==> config.mk <==
export PLATFORM = sky130hd
export DESIGN_NAME = uart_rx_byte
export DESIGN_NICKNAME = d
export VERILOG_FILES = /design/src/rtl/uart_rx_byte.sv
export SDC_FILE = /design/constraint.sdc
export NUM_CORES = 1
export LEC_CHECK = 0
export BUFFER_PORTS_ARGS = -buffer_cell sky130_fd_sc_hd__buf_2
export CORE_MARGIN = 10
export CORE_UTILIZATION = 53
export CTS_CLUSTER_DIAMETER = 80
export DETAILED_ROUTE_END_ITERATION = 12
export PLACE_DENSITY = 0.85
export SLEW_MARGIN = 20
export SYNTH_ARGS = -nofsm -noshare
export SYNTH_HDL_FRONTEND = slang
export SYNTH_SLANG_ARGS = --single-unit
==> constraint.sdc <==
create_clock -name clk -period 2.1 [get_ports clk]
set_input_delay 0.525 -clock clk [delete_from_list [all_inputs] [get_ports clk]]
set_output_delay 0.525 -clock clk [all_outputs]
set_load 0.03 [all_outputs]
==> src/rtl/uart_rx_byte.sv <==
// rtl/uart_rx_byte.sv - 8N1 UART receive front end: serial line to byte strobe with framing-error report
//
// Deserialises 8N1 frames (LSB first) from an asynchronous line into bytes.
// Optional feature macro: UART_RX_MAJORITY_EN (2-of-3 majority sampling
// around each bit mid point; output pulses one cycle later).
//
// Ports:
//   clk          system clock, rising edge
//   clr_n        asynchronous active-low reset
//   rx           raw serial line, idles high
//   data[7:0]    last correctly framed byte
//   data_ready   one-cycle pulse when data is updated
//   framing_err  one-cycle pulse when a stop bit is sampled low
//   busy         high from start-bit detection until the return to IDLE
module uart_rx_byte #(
    parameter int CLKS_PER_BIT = 5208
) (
    input  logic       clk,
    input  logic       clr_n,
    input  logic       rx,
    output logic [7:0] data,
    output logic       data_ready,
    output logic       framing_err,
    output logic       busy
);

    localparam logic [2:0] ST_IDLE  = 3'd0;
    localparam logic [2:0] ST_START = 3'd1;
    localparam logic [2:0] ST_DATA  = 3'd2;
    localparam logic [2:0] ST_STOP  = 3'd3;
    localparam logic [2:0] ST_BREAK = 3'd4;

    localparam logic [15:0] CNT_LAST = 16'(CLKS_PER_BIT - 1);
    localparam logic [15:0] CNT_MID  = 16'(CLKS_PER_BIT / 2);
`ifdef UART_RX_MAJORITY_EN
    // Decision is made one cycle after the mid point, once the third vote is in.
    localparam logic [15:0] CNT_DECIDE = CNT_MID + 16'd1;
`else
    localparam logic [15:0] CNT_DECIDE = CNT_MID;
`endif

    logic        sync1_q, sync1_d;
    logic        rx_s_q, rx_s_d;
    logic [2:0]  state_q, state_d;
    logic [15:0] bit_cnt_q, bit_cnt_d;
    logic [2:0]  idx_q, idx_d;
    logic [7:0]  shift_q, shift_d;
    logic [7:0]  data_q, data_d;
    logic        data_ready_q, data_ready_d;
    logic        framing_err_q, framing_err_d;

    logic        rx_s;
    logic        decide;
    logic        sample_bit;

    assign rx_s   = rx_s_q;
    assign decide = (bit_cnt_q == CNT_DECIDE);

`ifdef UART_RX_MAJORITY_EN
    // hist_q[0] holds rx_s from the previous cycle, hist_q[1] from two cycles ago,
    // so at CNT_DECIDE the three votes are mid-1, mid and mid+1.
    logic [1:0] hist_q, hist_d;

    always_comb begin
        hist_d     = {hist_q[0], rx_s};
        sample_bit = (hist_q[1] & hist_q[0]) | (hist_q[1] & rx_s) | (hist_q[0] & rx_s);
    end

    always_ff @(posedge clk or negedge clr_n) begin
        if (!clr_n) begin
            hist_q <= 2'b11;
        end else begin
            hist_q <= hist_d;
        end
    end
`else
    always_comb begin
        sample_bit = rx_s;
    end
`endif

    always_comb begin
        sync1_d       = rx;
        rx_s_d        = sync1_q;
        state_d       = state_q;
        bit_cnt_d     = bit_cnt_q;
        idx_d         = idx_q;
        shift_d       = shift_q;
        data_d        = data_q;
        data_ready_d  = 1'b0;
        framing_err_d = 1'b0;

        // Bit periods are aligned to the start-bit edge: the counter wraps every
        // CLKS_PER_BIT cycles from cycle 0, so every sample lands at the same
        // phase (mid point) of its own bit.
        if (state_q != ST_IDLE) begin
            bit_cnt_d = (bit_cnt_q == CNT_LAST) ? 16'd0 : bit_cnt_q + 16'd1;
        end

        case (state_q)
            ST_IDLE: begin
                bit_cnt_d = 16'd0;
                if (!rx_s) begin
                    // The detection cycle itself is count 0.
                    bit_cnt_d = 16'd1;
                    state_d   = ST_START;
                end
            end
            ST_START: begin
                if (decide) begin
                    if (!sample_bit) begin
                        idx_d   = 3'd0;
                        state_d = ST_DATA;
                    end else begin
                        state_d = ST_IDLE;
                    end
                end
            end
            ST_DATA: begin
                if (decide) begin
                    shift_d = {sample_bit, shift_q[7:1]};
                    idx_d   = idx_q + 3'd1;
                    if (idx_q == 3'd7) begin
                        state_d = ST_STOP;
                    end
                end
            end
            ST_STOP: begin
                if (decide) begin
                    if (sample_bit) begin
                        data_d       = shift_q;
                        data_ready_d = 1'b1;
                        state_d      = ST_IDLE;
                    end else begin
                        framing_err_d = 1'b1;
                        state_d       = ST_BREAK;
                    end
                end
            end
            ST_BREAK: begin
                // A held-low line must go high before a new start is accepted.
                if (rx_s) begin
                    state_d = ST_IDLE;
                end
            end
            default: begin
                state_d = ST_IDLE;
            end
        endcase
    end

    always_ff @(posedge clk or negedge clr_n) begin
        if (!clr_n) begin
            sync1_q       <= 1'b1;
            rx_s_q        <= 1'b1;
            state_q       <= ST_IDLE;
            bit_cnt_q     <= 16'd0;
            idx_q         <= 3'd0;
            shift_q       <= 8'h00;
            data_q        <= 8'h00;
            data_ready_q  <= 1'b0;
            framing_err_q <= 1'b0;
        end else begin
            sync1_q       <= sync1_d;
            rx_s_q        <= rx_s_d;
            state_q       <= state_d;
            bit_cnt_q     <= bit_cnt_d;
            idx_q         <= idx_d;
            shift_q       <= shift_d;
            data_q        <= data_d;
            data_ready_q  <= data_ready_d;
            framing_err_q <= framing_err_d;
        end
    end

    assign data        = data_q;
    assign data_ready  = data_ready_q;
    assign framing_err = framing_err_q;
    assign busy        = (state_q != ST_IDLE);

endmodule

======== Word level (Yosys, flattened, before mapping) ========
Cells that the tools add are included.
storage, ports and cells
  flip-flop bits (word level) ............. 42
  bits of input ports ..................... 3
  word-level logic and storage cells ...... 56
operators by class
  muxes and demuxes ....................... 23
  reductions and logical operators ........ 8
  $add $sub $neg .......................... 2
  equal/unequal tests ..................... 14
operator list
  operator                                         number
  two-way mux 16 bit                               3
  two-way mux 3 bit                                10
  adder 16 x 1 -> 16 bit, second input constant    1
  == test 16 x 12 -> 1 bit, second input constant  1
  == test 16 x 13 -> 1 bit, second input constant  1
  case mux 3 bit (5 select lines)                  1
  inequality test 2 bit, second input constant     7
  two-way mux 1 bit                                7
  == test 3 x 2 -> 1 bit, second input constant    2
  == test 3 bit, second input constant             2
  case mux 3 bit (2 select lines)                  1
  AND reduction 6 bit                              1
  AND reduction 4 bit                              1
  nonzero test 2 bit                               2
  adder 3 x 1 -> 3 bit, second input constant      1
  == test 3 x 1 -> 1 bit, second input constant    1
  zero test 3 bit                                  1
  AND reduction 3 bit                              1
  nonzero test 3 bit                               1
  two-way mux 2 bit                                1
  AND reduction 2 bit                              1

======== Longest topological paths before layout ========
Gate-level depths: netlist (run 1).
  depth in word-level cells ............... 4
  mapped depth ............................ 6

======== Least setup slack after synthesis (run 1) ========
Ideal clock, no wire load.
  kind .................................... reg2reg
  start ................................... register bit_cnt_q[8]
  end ..................................... register shift_q[0]
  data required time ...................... 1.975 ns
  path buffers ............................ 1
  library setup time ...................... 0.125 ns
  stages on the path, launching flop included .. 6
  path slack .............................. -0.051 ns
  arrival time ............................ 2.026 ns
  cell sequence ........................... dfrtp_1 > or4_4 > nor4_4 > and4b_4 > buf_12 > mux2_4
between the ends
  cells in the longest elaborated chain, start to end .. 2
ends and longest elaborated chain
  element                        line  RTL
  start: declaration             45    logic [15:0] bit_cnt_q, bit_cnt_d;
  start signal: assignment       167   bit_cnt_q <= bit_cnt_d;
  == test 16 x 12 -> 1 bit       57    assign decide = (bit_cnt_q == CNT_DECIDE);
  AND reduction 2 bit (no line)  --
  end signal: assignment         169   shift_q <= shift_d;
  end: declaration               47    logic [7:0] shift_q, shift_d;
No other way between the ends.
A chain may end at the register's enable or synchronous reset.

======== Worst setup path in the final report (run 1) ========
  start ................................... register bit_cnt_q[8]
  end ..................................... register bit_cnt_q[15]
between the ends
  cells in the longest elaborated chain, start to end .. 4
  elaborated cells on any way between the ends .. 5
  classes of those cells .................. 1 x add/sub; 1 x eq/ne; 3 x mux
ends and longest elaborated chain
  element                                                             line  RTL
  adder 16 x 1 -> 16 bit or == test 16 x 13 -> 1 bit (tied branches)  97    bit_cnt_d = (bit_cnt_q == CNT_LAST) ? 16'd0 : bit_cnt_q + 16'd1;
  two-way mux 16 bit *                                                97
  two-way mux 16 bit *                                                96    if (state_q != ST_IDLE) begin
  two-way mux 16 bit *                                                100   case (state_q)
  net bit_cnt_d[15]                                                   45
Mark *: on every way through the listed nets, which the timed path passes. The rest lies on a longest branch. The select of a mux whose other input is x is not followed.

==> flow_metrics.tcl, run 1 <==
set metrics [dict create \
    grt_setup_unrepaired "false" \
    synth.distinct_cells 37 \
    setup_violations 0 \
    wl_per_cell_um 15.8 \
    ys_ff_latch 42 \
    maxSlewViolCount 0 \
    path_cells "or4_4 > or4_4 > o21ai_4 > buf_12 > a21oi_1" \
    crit_start "bit_cnt_q[8]$_DFF_PN0_" \
    cpPeakStageDelay_ns 0.57 \
    cp.arrival_ns 2.20 \
    antenna_found_initial 0 \
    critPathTopFamily "simple AND/OR/NAND/NOR gates" \
    pwr-share-clk_pct 38.3 \
    cts.sinks 42 \
    min_path_type "input pin to asynchronous set/reset pin" \
    fmax_mhz 494 \
    crit_path_end_kind "register" \
    drc 0 \
    clock_latency_ns 0.30 \
    hold_violations 0 \
    synth_top_area_share_pct 50.2 \
    cp-start-kind "register" \
    cts_tree "done" \
    coreArea_um2 3660 \
    syn_inst 160 \
    clockBufferDepth 2 \
    holdBufCountCts 0 \
    p_leak_nw 1.03 \
    power_switching_mw 0.303 \
    wl_um 3670 \
    cts_setup_buffers 0 \
    peakVddDrop_mv 0.340 \
    postCtsResizedCells 0 \
    h-tree-depth 2 \
    syn_avg_cell_area_um2 12.5 \
    die_w_um 81.3 \
    fill_cells 279 \
    dp.cells 224 \
    rows 22 \
    drt_iter0_markers 97 \
    critPathSlowestCell "or4_4" \
    cap_violations 0 \
    p_per_area_nw_per_um2 607 \
    cp_num_buf_inv 1 \
    combPwrFrac_pct 1.5 \
    grt_max_degree 43 \
    cp_data_required_time_ns 2.28 \
    worstSetupPathType "register to register" \
    sw_frac_of_total_pct 22.4 \
    cts-buffers-inserted 5 \
    place_ws_ns 0.0934 \
    ys_warn_count 0 \
    worst_hold_slack_ns 0.275 \
    period_share_pct 96.3 \
    grt_use_met3_pct 3.64 \
    fin_ws_ns 0.0773 \
    grt_busiest_layer "met2" \
    path_clk_slew_ns 0.08 \
    tightest_slew_ns 0.514 \
    total_power_mw 1.35 \
    ant_nets 0 \
    grt-ovfl-total 0 \
    drt_pass1_iterations 4 \
    grt_usage_pct 12.1 \
    diodes 0 \
    num_vias 1346 \
    gr-usage-met2_pct 19.3 \
    io_buffers 13 \
    crit_top_cell "or4_4" \
    fin_tns_setup_ns 0 \
    num_io_pins 14 \
    die_height_um 81.3 \
    synthToLayoutAreaGrowth_pct 11.5 \
    initial_core_util_pct 54.5 \
    drive_gt1_share_pct 33.2 \
    path_max_fanout 15 \
    hpwlAfterDp_um 2630 \
    regToRegStartpoint "bit_cnt_q[8]$_DFF_PN0_" \
    synth_area_um2 1990 \
    grt_pass1_wl_um 6270 \
    p_int_mw 1.05 \
    gp_congestion 0.900 \
    synthTopCellsByArea "dfrtp_1, mux2_2, mux2_4" \
    grt_pass1_vias 1387 \
    status "finished clean" \
    yosysSeqAreaShare_pct 52.8 \
    yosysTopAreaCell "dfrtp_1" \
    cts_root_buf "clkbuf_8" \
    dieArea_um2 6620 \
    viasPerCell 5.80 \
    final_cell_count_no_fill 232 \
    period_needed_ns 2.02 \
    synthesis.nets 167 \
    p_seq_share_pct 60.2 \
    nNetsFinal 190 \
    slew_headroom_pct 65.7 \
    fin_skew_ns 0.00578 \
    globalRouteMet1Util_pct 14.1 \
]
-- registers in the layout, indices dropped and copies added (netlist names) --
signal,cells
bit_cnt_q,16
data,8
shift_q,8
idx_q,3
state_q,3
data_ready,1
framing_err,1
rx_s,1
rx_s_d,1
-- power groups by stage --
stage               clock network, mW  logic (mW)  registers [mW]
floorplan                           0     0.00179           0.829
global placement                    0      0.0194           0.830
detailed placement                  0      0.0208           0.830
CTS                             0.529      0.0210           0.814
global route                    0.563      0.0236           0.815
finish                          0.518      0.0197           0.814
-- synth_stat cells, drive strengths merged --
library cell / n
dfrtp: 40
nor2: 21
mux2: 19
nand3: 10
xnor2: 7
nand4: 6
xor2: 6
nand2: 5
buf: 4
ha: 4
inv: 4
a21oi: 3
and3: 3
nor3: 3
nor4: 3
or4: 3
a22o: 2
dfstp: 2
nand4b: 2
or3: 2
a31o: 1
and2b: 1
and4: 1
and4b: 1
nand3b: 1
nor3b: 1
nor4b: 1
o21ai: 1
o22ai: 1
o31ai: 1
or4b: 1
-- per-stage QoR --
stage / cell area, um^2 / utilization [%]
after floorplan: 1990 / -
after global placement: 2130 / 58.3
after detailed placement: 2130 / 58.3
after CTS: 2220 / 60.8
after global routing: 2220 / 60.8
final: 2220 / 60.8
-- cell usage in the layout, fill, tap and decap left out, types with 2 or more instances in the layout --
cell / n
dfrtp_1: 40
nor2_1: 21
buf_2: 13
mux2_2: 12
nand3_1: 9
xnor2_1: 7
mux2_4: 7
nand4_1: 6
xor2_1: 6
buf_4: 6
nand2_1: 5
clkbuf_8: 5
inv_1: 4
ha_1: 4
nor3_1: 3
and3_1: 3
a21oi_1: 3
or3_1: 2
or4_4: 2
nand4b_1: 2
nor4_1: 2
a22o_2: 2
dfstp_2: 2
-- path summary, 6_finish.rpt --
check	to	slack, ns	cells past startpoint
max in group asynchronous	rx_s_d$_DFF_PN1_	1.46	2
min in group clk	rx_s_d$_DFF_PN1_	0.32	1
hold / removal	bit_cnt_q[10]$_DFF_PN0_	0.28	2
hold reg to reg	rx_s$_DFF_PN1_	0.36	0
setup reg to reg	bit_cnt_q[15]$_DFF_PN0_	0.08	5
setup / recovery	bit_cnt_q[15]$_DFF_PN0_	0.08	5
-- per-layer routing --
| layer | routed length [um] | vias to the layer above |
|---|---|---|
| li1 | - | 617 |
| met1 | 1560 | 681 |
| met2 | 1830 | 36 |
| met3 | 168 | 12 |
| met4 | 112 | 0 |
| met5 | 0 | - |
-- cell families (layout without fill, tap and decap cells) --
group / after synthesis / count (layout) / synth area share, %
AO/OA/AOI/OAI: 9 / 9 / 3.70
AND/OR/NAND/NOR: 65 / 65 / 20.0
flip-flops: 42 / 42 / 52.8
multiplexers: 19 / 19 / 12.0
XOR/XNOR: 13 / 13 / 5.71
adder cells (fa/ha/maj): 4 / 4 / 2.51
buffers and inverters: 8 / 32 / 3.26
-- final cells by class --
cell class | instances | area, um^2 | area share, %
clock buffer | 5 | 68.8 | 3.09
clock inverter | 3 | 21.3 | 0.956
inverter | 4 | 15.0 | 0.675
multi-input combinational | 110 | 876 | 39.4
sequential | 42 | 1050 | 47.4
tap | 48 | 60.1 | 2.70
timing repair buffer | 20 | 130 | 5.85
Note: power is estimated with default switching activity, not from simulation.
==> run 2, diff against run 1 <==
--- a/config.mk
+++ b/config.mk
@@ -6,11 +6,13 @@
 export NUM_CORES = 1
 export LEC_CHECK = 0
 export BUFFER_PORTS_ARGS = -buffer_cell sky130_fd_sc_hd__buf_2
-export CORE_MARGIN = 10
-export CORE_UTILIZATION = 53
+export CELL_PAD_IN_SITES_DETAIL_PLACEMENT = 0
+export CELL_PAD_IN_SITES_GLOBAL_PLACEMENT = 1
+export CORE_MARGIN = 8
+export CORE_UTILIZATION = 25
 export CTS_CLUSTER_DIAMETER = 80
 export DETAILED_ROUTE_END_ITERATION = 12
-export PLACE_DENSITY = 0.85
+export PLACE_DENSITY = 0.59
 export SLEW_MARGIN = 20
 export SYNTH_ARGS = -nofsm -noshare
 export SYNTH_HDL_FRONTEND = slang
==> run 2 against run 1 <==
Clock power increased by 8.1%. Routed wire length grew 6.1%. Clock-buffer cell count stayed put. Critical path type unchanged. Maximum frequency rose by 2.4%. Via count decreased by 6.2%. Setup slack improved by 0.047 ns. Critical endpoint is now shift_q[7]$_DFFE_PN0P_.
==> flow_metrics.tcl, run 2 (synthesis gave the netlist of run 1 again) <==
set metrics [dict create \
    holdBufCountCts 0 \
    clock_latency_ns 0.30 \
    io_buffers 13 \
    reg2reg_depth 4 \
    period_share_pct 94.1 \
    cp_data_required_time_ns 2.30 \
    path_max_fanout 11 \
    period_needed_ns 1.98 \
    critPathSlowestCell "or4_4" \
    cts_root_buf "clkbuf_8" \
    coreArea_um2 7730 \
    fmax_mhz 506 \
    grt_pass1_wl_um 6730 \
    hpwlAfterDp_um 2840 \
    rrSetupSlack_ns 0.12 \
    maxSlewViolCount 0 \
    antenna_found_initial 0 \
    synthToLayoutAreaGrowth_pct 17.1 \
    path_clk_slew_ns 0.10 \
    worst_hold_slack_ns 0.200 \
    p_leak_nw 1.06 \
    drive_gt1_share_pct 34.9 \
    postCtsResizedCells 0 \
    cp-start-kind "register" \
    worstSetupPathType "register to register" \
    grt_usage_pct 7.50 \
    cp_num_buf_inv 0 \
    cts_setup_buffers 0 \
    initial_core_util_pct 25.8 \
    h-tree-depth 2 \
    path_cells "or4_4 > nor4_4 > and4b_4 > mux2_2" \
    place_area_um2 2240 \
    clockBufferDepth 2 \
    num_vias 1263 \
    die_height_um 105 \
    final_cell_count_no_fill 291 \
    rows 32 \
    fill_cells 798 \
    layout_common_cells "dfrtp_1, nor2_1, buf_2, mux2_2, buf_4" \
    largest_reg_flops 16 \
    layout_commonest_cell "dfrtp_1" \
    cpPeakStageDelay_ns 0.56 \
    dieArea_um2 11100 \
    cts-buffers-inserted 5 \
    cts.sinks 42 \
    top_register "bit_cnt_q" \
    viasPerCell 4.34 \
    peakVddDrop_mv 0.260 \
    hold_violations 0 \
    num_io_pins 14 \
    critPathTopFamily "simple AND/OR/NAND/NOR gates" \
    rr_endpoint "shift_q[7]$_DFFE_PN0P_" \
    setup_violations 0 \
    tightest_slew_ns 0.558 \
    multi_input_area_um2 876 \
    drt_pass1_iterations 4 \
    grt_pass1_vias 1340 \
    grt_max_degree 26 \
    wl_um 3900 \
    cap_violations 0 \
    grt_setup_unrepaired "false" \
    wl_per_cell_um 13.4 \
    gp_congestion 0.757 \
    fin_skew_ns 0.0152 \
    cts_tree "done" \
    crit_path_end_kind "register" \
    p_per_area_nw_per_um2 599 \
    grt-ovfl-total 0 \
    slew_headroom_pct 62.8 \
    die_w_um 105 \
    drt_iter0_markers 62 \
    ant_nets 0 \
    fin_tns_setup_ns 0 \
    status "finished clean" \
    dp.cells 283 \
    nNetsFinal 195 \
    diodes 0 \
    regToRegStartpoint "bit_cnt_q[8]$_DFF_PN0_" \
    finish.instance_area_um2 2330 \
    min_path_type "input pin to asynchronous set/reset pin" \
    drc 0 \
    cp.arrival_ns 2.18 \
    ff_latch_area_um2 1050 \
]
-- run 2: changes by cell type in the layout (fill, tap and decap cells not counted), sizes merged --
cell | previous run | this run
clkinvlp | 1 | 0
clkinv | 2 | 0
buf | 20 | 25
inv | 4 | 7
-- run 2: worst max-delay path by stage --
stage / startpoint / endpoint / slack, ns / cells past startpoint
2_1_floorplan: bit_cnt_q[8]$_DFF_PN0_ / shift_q[0]$_DFFE_PN0P_ / 0.07 / 5
3_3_place_gp: bit_cnt_q[8]$_DFF_PN0_ / shift_q[7]$_DFFE_PN0P_ / 0.13 / 4
3_5_place_dp: bit_cnt_q[8]$_DFF_PN0_ / shift_q[7]$_DFFE_PN0P_ / 0.11 / 4
4_1_cts: bit_cnt_q[8]$_DFF_PN0_ / shift_q[7]$_DFFE_PN0P_ / 0.11 / 4
5_1_grt: bit_cnt_q[8]$_DFF_PN0_ / shift_q[7]$_DFFE_PN0P_ / 0.03 / 4
6_report: bit_cnt_q[8]$_DFF_PN0_ / shift_q[7]$_DFFE_PN0P_ / 0.12 / 4
-- run 2: layout make-up --
class / instances / share of cell area (%)
Multi-Input combinational cell: 110 / 37.5
Inverter: 4 / 0.643
Tap cell: 102 / 5.47
Clock buffer: 5 / 2.95
Sequential cell: 42 / 45.1
Timing Repair Buffer: 25 / 7.18
Clock inverter: 3 / 1.13
-- run 2: stage by stage --
step | setup slack, ns | power [mW] | util (%)
final | 0.125 | 1.40 | 30.2
after floorplan | 0.0670 | 0.831 | -
after global routing | 0.0252 | 1.46 | 30.2
after global placement | 0.127 | 0.855 | 29.0
after detailed placement | 0.112 | 0.855 | 29.0
after CTS | 0.108 | 1.43 | 30.2
-- run 2: power by group --
group / internal [mW] / switching, mW
clock: 0.247 / 0.313
combinational: 0.00601 / 0.0177
sequential: 0.812 / 0.00242
-- run 2: routing by layer --
| metal | track usage, % | share of wire, % | up-vias |
|---|---|---|---|
| met5 | 0 | 0 | - |
| met3 | 1.89 | 2.4 | 6 |
| li1 | - | - | 623 |
| met1 | 9.71 | 50 | 623 |
| met4 | 3.36 | 2.0 | 0 |
| met2 | 11.5 | 45 | 11 |
-- run 2: worst reg2reg max path, stage by stage, from the launching register on --
cell	delay, ns
dfrtp_1	0.39
or4_4	0.56
nor4_4	0.16
and4b_4	0.41
mux2_2	0.36
==> run 3, diff against run 2 <==
--- a/config.mk
+++ b/config.mk
@@ -13,6 +13,7 @@
 export CTS_CLUSTER_DIAMETER = 80
 export DETAILED_ROUTE_END_ITERATION = 12
 export PLACE_DENSITY = 0.59
+export SKIP_LAST_GASP = 1
 export SLEW_MARGIN = 20
 export SYNTH_ARGS = -nofsm -noshare
 export SYNTH_HDL_FRONTEND = slang
==> constraint.sdc (replaced) <==
create_clock -name clk -period 2.1 [get_ports clk]
set_input_delay 0.525 -clock clk [delete_from_list [all_inputs] [get_ports clk]]
set_output_delay 0.525 -clock clk [all_outputs]
set_load 0.1 [all_outputs]
==> run 3 against run 2 <==
Flip-flop and latch count unchanged. Cell count stayed put. Via count unchanged. Register-to-register slack is essentially flat. Global-route usage unchanged. Clock skew about the same. Non-clock buffer count stayed put. Die area is the same. Hold slack gained 0.00080 ns. First-iteration DRC count down 6.5%. Largest cell class unchanged. Largest power group unchanged.
==> flow_metrics.tcl, run 3 (synthesis gave the netlist of run 1 again) <==
set metrics [dict create \
    period_needed_ns 2.00 \
    maxSlewViolCount 0 \
    wl_um 3900 \
    drc 0 \
    layout_commonest_cell "dfrtp_1" \
    path_cells "or3_1 > buf_4" \
    p_per_area_nw_per_um2 598 \
    synthToLayoutAreaGrowth_pct 17.2 \
    cp.arrival_ns 1.48 \
    die_w_um 105 \
    status "finished clean" \
    fin_skew_ns 0.0152 \
    holdBufCountCts 0 \
    path_max_fanout 6 \
    pwr-share-clk_pct 40.1 \
    hold_violations 0 \
    grt_use_met3_pct 1.89 \
    fin_tns_setup_ns 0 \
    grt_usage_pct 7.50 \
    largest_reg_flops 16 \
    cap_violations 0 \
    initial_core_util_pct 25.8 \
    hpwlAfterDp_um 2840 \
    cp-start-kind "register" \
    ant_nets 0 \
    reg2reg_depth 4 \
    critPathTopFamily "simple AND/OR/NAND/NOR gates" \
    antenna_found_initial 0 \
    gr-usage-met2_pct 11.5 \
    critPathSlowestCell "or3_1" \
    dieArea_um2 11100 \
    layout_common_cells "dfrtp_1, nor2_1, mux2_2, buf_2, buf_4" \
    cts.sinks 42 \
    grt_max_degree 26 \
    clock_latency_ns 0.30 \
    power_switching_mw 0.333 \
    top_register "bit_cnt_q" \
    peakVddDrop_mv 0.260 \
    period_share_pct 95.4 \
    die_height_um 105 \
    globalRouteMet1Util_pct 9.71 \
    cpPeakStageDelay_ns 0.48 \
    cp_num_buf_inv 1 \
    cts-buffers-inserted 5 \
    postCtsResizedCells 0 \
    final_cell_count_no_fill 291 \
    cts_tree "done" \
    dp.cells 283 \
    gp_congestion 0.757 \
    num_io_pins 14 \
    nNetsFinal 195 \
    min_path_type "input pin to asynchronous set/reset pin" \
    wl_per_cell_um 13.4 \
    cts_setup_buffers 0 \
    setup_violations 0 \
    combPwrFrac_pct 1.7 \
    slew_headroom_pct 62.7 \
    grt_busiest_layer "met2" \
    drt_iter0_markers 58 \
    h-tree-depth 2 \
    io_buffers 13 \
    cp_data_required_time_ns 1.57 \
    crit_path_end_kind "output pin" \
    num_vias 1263 \
    tightest_slew_ns 0.560 \
    grt_pass1_vias 1340 \
    p_int_mw 1.06 \
    coreArea_um2 7730 \
    cts_root_buf "clkbuf_8" \
    grt_setup_unrepaired "false" \
    viasPerCell 4.34 \
    fmax_mhz 499 \
    drt_pass1_iterations 4 \
    sw_frac_of_total_pct 23.9 \
    p_seq_share_pct 58.2 \
    p_leak_nw 1.07 \
    grt_pass1_wl_um 6730 \
    path_clk_slew_ns 0.10 \
    rows 32 \
    diodes 0 \
    path_depth 2 \
    drive_gt1_share_pct 34.9 \
    worstSetupPathType "register to output pin" \
    grt-ovfl-total 0 \
    clockBufferDepth 2 \
]
[run 3: cell types whose count changed in the layout (fill, tap and decap cells not counted)]
cell | before | now
buf_2 | 13 | 12
buf_4 | 11 | 12
[run 3: power groups by stage]
stage / sequential (mW) / combinational (mW) / clock [mW]
floorplan: 0.829 / 0.00179 / 0
CTS: 0.814 / 0.0257 / 0.586
global route: 0.815 / 0.0285 / 0.617
finish: 0.814 / 0.0237 / 0.560
global placement: 0.830 / 0.0247 / 0
detailed placement: 0.830 / 0.0255 / 0
[run 3: layout make-up]
| class | instances | area [um^2] |
|---|---|---|
| repair buffers | 25 | 170 |
| inverters | 4 | 15.0 |
| fillers | 797 | 5390 |
| clock buffers | 5 | 68.8 |
| multi-input cells | 110 | 876 |
| clock inverters | 3 | 26.3 |
| flip-flops and latches | 42 | 1050 |
| well taps | 102 | 128 |
[run 3: worst reg2reg max path, cell delays in order (launching register included)]
cell and delay (ns):
dfrtp_1 0.39, or4_4 0.56, nor4_4 0.16, and4b_4 0.41, mux2_2 0.36
[run 3: per-stage QoR]
stage | total power, mW | util, % | instance area (um^2) | worst slack [ns] | hold WS [ns]
after global routing | 1.46 | 30.2 | 2340 | 0.0252 | 0.227
after CTS | 1.43 | 30.2 | 2330 | 0.0108 | 0.217
after detailed placement | 0.855 | 29.0 | 2240 | 0.112 | 0.347
final | 1.40 | 30.2 | 2340 | 0.0970 | 0.201
after floorplan | 0.831 | - | 1990 | 0.0670 | 0.229
after global placement | 0.855 | 29.0 | 2240 | 0.127 | 0.346
[run 3: metal layers]
| metal | vias up | wire, um |
|---|---|---|
| li1 | 624 | - |
| met1 | 622 | 1970 |
| met2 | 11 | 1770 |
| met3 | 6 | 86 |
| met4 | 0 | 77 |
| met5 | - | 0 |
[run 3: final timing paths]
check | from | endpoint | slack [ns]
hold / removal | clr_n | idx_q[1]$_DFFE_PN0P_ | 0.20
min in group clk | rx | rx_s_d$_DFF_PN1_ | 0.31
setup reg to reg | bit_cnt_q[8]$_DFF_PN0_ | shift_q[7]$_DFFE_PN0P_ | 0.12
hold reg to reg | rx_s_d$_DFF_PN1_ | rx_s$_DFF_PN1_ | 0.36
max in group asynchronous | clr_n | data[1]$_DFFE_PN0P_ | 1.37
setup / recovery | state_q[2]$_DFFE_PN0P_ | busy | 0.1
